==> src/rtl/evm_ballot_ctrl.sv <==
// Ballot-unit controller: one vote per issued ballot, per-candidate saturating
// counters (last index is NOTA) and a registered indexed readout port.
module evm_ballot_ctrl #(
    parameter int NUM_CAND    = 9,
    parameter int CNT_W       = 8,
    parameter int SEL_W       = 4,
    parameter int TIMEOUT_CYC = 1000
) (
    input  logic             clk,
    input  logic             rst,
    input  logic             ballot_issue,
    input  logic             vote_valid,
    input  logic [SEL_W-1:0] vote_sel,
    input  logic             close_poll,
    output logic             ready,
    output logic             vote_ack,
    output logic             invalid_sel,
    output logic             timeout,
    output logic             poll_closed,
    output logic             sat_flag,
    output logic [CNT_W-1:0] total_votes,
    input  logic [SEL_W-1:0] rd_idx,
    output logic [CNT_W-1:0] rd_count
);

    localparam int TMR_W = (TIMEOUT_CYC > 2) ? $clog2(TIMEOUT_CYC) : 1;
    localparam logic [TMR_W-1:0] TMR_LAST = TMR_W'(TIMEOUT_CYC - 1);
    localparam logic [SEL_W:0]   NC       = (SEL_W+1)'(NUM_CAND);
    localparam logic [CNT_W-1:0] CNT_MAX  = '1;

    typedef enum logic [1:0] {
        IDLE   = 2'd0,
        ARMED  = 2'd1,
        CLOSED = 2'd2
    } state_t;

    state_t           state, state_nxt;
    logic [TMR_W-1:0] tmr;
    logic [CNT_W-1:0] cnt [NUM_CAND];
    logic [CNT_W-1:0] rd_mux;
    logic             sel_ok;
    logic             rec, inv, tmo, tmr_clr, tmr_inc;

    assign sel_ok      = ({1'b0, vote_sel} < NC);
    assign ready       = (state == ARMED);
    assign poll_closed = (state == CLOSED);

    // Priority: close_poll > vote > timeout > ballot_issue; a valid vote still
    // counts when it lands together with close_poll.
    always_comb begin
        state_nxt = state;
        rec       = 1'b0;
        inv       = 1'b0;
        tmo       = 1'b0;
        tmr_clr   = 1'b0;
        tmr_inc   = 1'b0;
        case (state)
            IDLE: begin
                if (close_poll) begin
                    state_nxt = CLOSED;
                end else if (ballot_issue) begin
                    state_nxt = ARMED;
                    tmr_clr   = 1'b1;
                end
            end
            ARMED: begin
                if (vote_valid && sel_ok) begin
                    rec       = 1'b1;
                    state_nxt = close_poll ? CLOSED : IDLE;
                end else if (close_poll) begin
                    state_nxt = CLOSED;
                end else if (vote_valid) begin
                    inv     = 1'b1;
                    tmr_clr = 1'b1;
                end else if (tmr == TMR_LAST) begin
                    tmo       = 1'b1;
                    state_nxt = IDLE;
                end else begin
                    tmr_inc = 1'b1;
                end
            end
            CLOSED:  state_nxt = CLOSED;
            default: state_nxt = IDLE;
        endcase
    end

    always_comb begin
        rd_mux = '0;
        for (int i = 0; i < NUM_CAND; i++) begin
            if ({1'b0, rd_idx} == (SEL_W+1)'(i)) rd_mux = cnt[i];
        end
    end

    always_ff @(posedge clk) begin
        if (rst) begin
            state       <= IDLE;
            tmr         <= '0;
            vote_ack    <= 1'b0;
            invalid_sel <= 1'b0;
            timeout     <= 1'b0;
            sat_flag    <= 1'b0;
            total_votes <= '0;
            rd_count    <= '0;
            for (int i = 0; i < NUM_CAND; i++) cnt[i] <= '0;
        end else begin
            state       <= state_nxt;
            vote_ack    <= rec;
            invalid_sel <= inv;
            timeout     <= tmo;
            rd_count    <= rd_mux;
            if (tmr_clr)      tmr <= '0;
            else if (tmr_inc) tmr <= tmr + 1'b1;
            if (rec) begin
                if (total_votes == CNT_MAX) sat_flag    <= 1'b1;
                else                        total_votes <= total_votes + 1'b1;
                for (int i = 0; i < NUM_CAND; i++) begin
                    if ({1'b0, vote_sel} == (SEL_W+1)'(i)) begin
                        if (cnt[i] == CNT_MAX) sat_flag <= 1'b1;
                        else                   cnt[i]   <= cnt[i] + 1'b1;
                    end
                end
            end
        end
    end

endmodule

==> config.mk <==
export PLATFORM = sky130hd
export DESIGN_NAME = evm_ballot_ctrl
export DESIGN_NICKNAME = d
export VERILOG_FILES = /design/src/rtl/evm_ballot_ctrl.sv
export SDC_FILE = /design/constraint.sdc
export NUM_CORES = 1
export LEC_CHECK = 0
export BUFFER_PORTS_ARGS = -buffer_cell sky130_fd_sc_hd__buf_4
export CAP_MARGIN = 40
export CELL_PAD_IN_SITES_DETAIL_PLACEMENT = 1
export CELL_PAD_IN_SITES_GLOBAL_PLACEMENT = 2
export CORE_MARGIN = 2
export CORE_UTILIZATION = 35
export CTS_BUF_LIST = sky130_fd_sc_hd__clkbuf_8
export DETAILED_ROUTE_END_ITERATION = 8
export HOLD_SLACK_MARGIN = 0.08
export PLACE_DENSITY = 0.81
export REMOVE_ABC_BUFFERS = 1
export SYNTH_ARGS = -nofsm -noshare
export SYNTH_HDL_FRONTEND = slang
export SYNTH_SLANG_ARGS = --single-unit
==> constraint.sdc <==
create_clock -name clk -period 3.65 [get_ports clk]
set_clock_uncertainty 0.05 [all_clocks]
set_input_delay 0.1825 -clock clk [delete_from_list [all_inputs] [get_ports clk]]
set_output_delay 0.1825 -clock clk [all_outputs]
set_load 0.02 [all_outputs]
After elaboration in Yosys (flattened, before gate mapping):

Memories as Yosys holds them, arrays and structs flattened.
Cells that the tools add are included.

* add/sub/neg operators: 11
* $lt $le $gt $ge: 1
* equality and inequality tests: 32
* muxes and demuxes: 112
* bitwise logic cells: 11
* reductions and logical operators: 9

Operator list (number)
* 8-bit 2-to-1 mux: 18
* 1-bit 2-to-1 mux: 85
* 8-bit by 1-bit adder with 8-bit output (second input constant): 10
* 8-bit == test (second input constant): 10
* 4-bit by 3-bit == test with 1-bit output (second input constant): 8
* 4-bit by 2-bit == test with 1-bit output (second input constant): 4
* 2-bit 2-to-1 mux: 7
* 10-bit by 1-bit adder with 10-bit output (second input constant): 1
* 10-bit == test (second input constant): 1
* 1-bit OR: 9
* 4-bit by 1-bit == test with 1-bit output (second input constant): 2
* 4-bit == test (second input constant): 2
* 4-bit zero test: 2
* 2-bit one-hot mux with 3 select lines: 1
* 5-bit OR reduction: 1
* 4-bit < comparator (second input constant): 1
* 4-bit by 2-bit != test with 1-bit output (second input constant): 1
* 4-bit by 3-bit != test with 1-bit output (second input constant): 1
* 2-bit OR reduction: 2
* 3-bit != test (second input constant): 1
* 3-bit AND reduction: 1
* 2-bit by 1-bit == test with 1-bit output (second input constant): 1
* 2-bit == test (second input constant): 1
* 2-bit zero test: 1
* other kinds (4): 5

* register bits: 32
* RAM bits: 72
* bits of input ports: 13
* output and inout port bits: 22
* memories: 1

Memories
* cnt: words 9, width 8, read ports 9, clocked after Yosys merged registers in 0, wr ports 9, RTL line 39 `logic [CNT_W-1:0] cnt [NUM_CAND];`

Depth between registers and ports, before layout:

* word-level depth: 28
* mapped depth: 7
* mapped depth without buffers: 6

Worst setup path after synthesis:

Ideal clock, no wire load.

* path type: flip-flop to flip-flop
* start: memory cnt[4][0], in the netlist cnt[0][32]
* end: memory cnt[7][5], in the netlist cnt[0][61], data pin
* library setup time: 0.254 ns
* arrival time: 2.038 ns
* data required time: 3.346 ns
* path slack: 1.308 ns
* stages on the path, launching flop included: 8
* path buffers: 1
* period minus slack after synthesis: 2.342 ns
* cell sequence: edfxtp_1 -> ha_1 -> nand3_1 -> o21ai_0 -> o2111ai_1 -> a2111oi_4 -> buf_6 -> nor2_1

RTL lines (RTL line)
* start: declaration: 39

==> results summary <==
The global-route usage over all layers came out at 17.8%. The count of pins over their slew limit is 0. After global routing the overflow that remains totals 0. The number of buffers added by the clock tree synthesis step came out at 9. For the pin with the worst max-slew slack, the measured transition is 869 ps. The final wirelength came out at 15000 µm. The peak ir drop on the vdd network is 249 µV. For this run, the number of standard cells in the final layout without fillers is 813. Along the worst hold path, the cell count comes to 3. The first-pass GRT wire length came out at 24600 µm. The residual DRC count came out at 0. By area the synthesized netlist is led by edfxtp_1, dfxtp_1, nor2_1. The floorplan step set the die height to 132 µm.

In this run the critical register-to-register path is launched from cnt[0][32]$_SDFFCE_PP0P_. The total number of yosys warnings came out at 0. The die area is 17400 µm². The total I/O pin count is 35. The path class of the tightest hold or removal check is input port to flop. The number of antenna violations at the first check in global routing was 0. Counting every sink on the clock net gives 104. TritonCTS built the clock tree.

The critical path is of the flop to flop type. The most frequent cell after synthesis is nor2_1. The startpoint class of the critical path is a flop. In this run, the number of DRC markers left after iteration 0 of detailed routing was 312. The clock input transition at the sequential cells of the worst setup and hold paths came out at 90 ps. In the synthesized netlist the dominant register cell turns out to be edfxtp_1. Entering global routing, the biggest net connects 41 pins. The sort of element at the end of the critical path is a flop.

Counting instances in the post-synthesis netlist gives the leading cell types as nor2_1, edfxtp_1, nand3_1. Max-cap violations in this run came to 0. The congestion estimate from routability-driven global placement came to 0.832. The post-layout total power is 2.29 mW. The post-detailed-route wirelength per cell is 18.4 µm. The data arrival time of the critical path is 2700 ps. The top cell type's share of synthesized area is 37.8%. Dividing the detail-routed via count by the number of cells gives 5.42. Setup repair after global routing left no endpoint under its margin. The worst hold path begins at vote_valid. The flow ran to the end, and the final reports show no timing, DRC or antenna violations.

CTS placed an instance of clkbuf_8 at the clock tree root. The total placed cells including tap cells is 795. The x dimension of the die came out at 132 µm. The maximum fanout along the worst path is 40.

Averaged over all synthesized cells, the footprint is 10.2 µm². The cell area power density came out at 360 nW/µm². For the worst-skew pair, the clock arrives at the later sink with an insertion delay of 390 ps.

In this run, post-CTS repair resized a total of 0 instances. The final worst setup slack is 1030 ps. The share of synthesized registers carrying an async set or reset came out at 0%. The source of the critical timing path is cnt[0][32]$_SDFFCE_PP0P_. The H-tree was split into 3 levels.

For the worst setup path, the data required time is 3730 ps. The via count of the first global-routing pass is 4629. The worst path needs 2620 ps of the cycle, external delays included. The number of port buffers came out at 34. The register bit total from synthesis is 104. Setup violations remaining at the end of the flow were counted as 0. The setup TNS after final layout is 0 ps. The count of cells along the worst register-to-register path is 7.

The maximum buffer depth of the clock tree came out at 2. The starting density of the core came out at 35.8%. The share of the cycle needed by the critical path after routing came out at 71.8%. The number of distinct library cells after synthesis is 52.

The worst slack at placement is 1020 ps. The number of synthesized flops with an enable pin came out at 72. The final antenna diode count came out at 0. In this run the remaining antenna-violating nets after routing total 0. The detailed-router iteration count before antenna repair is 5. The post-layout net count came out at 616. The highest clock frequency the design can meet came out at 0.381 GHz. The share of cells above drive strength 1 came out at 11.1%. The biggest area contributor in the post-synthesis netlist is edfxtp_1. The area of the core region came out at 15900 µm². The cell area that synthesis handed to floorplanning was 5710 µm². The number of endpoints with negative hold slack in the final report came out at 0.

The final HPWL from detailed placement came out at 11000 µm. The relative slew slack came out at 41.9%. The share of the Yosys chip area taken by registers is 49.0%. The total via count in the routed design is 4409. For this design the static power due to leakage is 2.14 nW. The standard-cell row count came out at 46.

The relative area change from synthesis to final layout is 11.4%. Synthesis produced 560 cells.
==> logic make-up (layout without fill, tap and decap cells) <==
logic type / count (synthesis) / in the layout / share of synthesized area (%)
compound gates: 72 / 72 / 8.85
fa+ha+maj: 11 / 11 / 2.41
xor+xnor: 68 / 68 / 10.4
buf+inv: 26 / 63 / 2.63
mux: 15 / 15 / 3.94
flops: 104 / 104 / 49.0
simple gates: 264 / 264 / 22.7
==> through the flow <==
step / hold slack (ps) / cell area [µm²] / utilization, %
after floorplan: 202 / 5590 / -
after global placement: 361 / 6150 / 38.6
after detailed placement: 363 / 6150 / 38.6
after CTS: 88.7 / 6370 / 39.9
after global routing: 132 / 6370 / 39.9
final: 120 / 6370 / 39.9
==> flip-flops by register name, indices dropped and copies added (netlist names) <==
signal and count:
cnt 72, rd_count 8, state 2, sat_flag 1, vote_ack 1, invalid_sel 1
total_votes 8, timeout 1, tmr 10
==> cell usage in the layout, fill, tap and decap left out, drive strengths merged, types with 17 or more instances in the layout <==
master and instances:
buf 39, dfxtp 32, nor3 18, xor2 34, nand2 22, edfxtp 72
nand4 19, xnor2 34, nand3 36, nor2 107, a21oi 17
==> area by class of cell <==
class / count / area [µm²]
fill: 1836 / 9580
sequential: 104 / 2800
multi-input combinational: 430 / 2760
timing repair buffer: 41 / 313
tap: 216 / 270
clock buffer: 10 / 138
clock inverter: 6 / 60.1
inverter: 6 / 22.5
==> per-layer routing <==
| metal | up-vias | part of all wire, % | global-route usage [%] | routed length [µm] |
|---|---|---|---|---|
| li1 | 2113 | - | - | - |
| met1 | 2202 | 45 | 22.7 | 6730 |
| met2 | 81 | 50 | 31.1 | 7480 |
| met3 | 13 | 3.5 | 3.34 | 528 |
| met4 | 0 | 1.4 | 4.89 | 210 |
| met5 | - | 0 | 0 | 0 |
==> power breakdown <==
| part | switching [mW] | internal (mW) |
|---|---|---|
| combinational | 0.122 | 0.0854 |
| clock | 0.409 | 0.334 |
| sequential | 0.0467 | 1.29 |
| total | 0.578 | 1.71 |
==> final timing paths <==
check,end,slack [ps]
worst max-delay path,cnt[0][21]$_SDFFCE_PP0P_,1030
worst min-delay path,timeout$_SDFF_PP0_,120
worst max register to register,cnt[0][21]$_SDFFCE_PP0P_,1030
worst min register to register,tmr[9]$_SDFFE_PP0P_,480
==> what timing repair did <==
| item | in CTS | in global routing |
|---|---|---|
| buffers inserted | 0 | 0 |
| hold endpoints to repair | 5 | 0 |
| hold buffers | 2 | 0 |
| endpoints found under the setup margin | 0 | 0 |
==> worst max-delay path: stages, from the launching register on <==
cell and delay, ps:
edfxtp_1 400, ha_1 210, nand3_1 210, o21ai_0 290, o2111ai_1 210, a2111oi_4 420
buf_4 450, nor2_1 120
No activity file was read; power rests on OpenSTA's default activity.
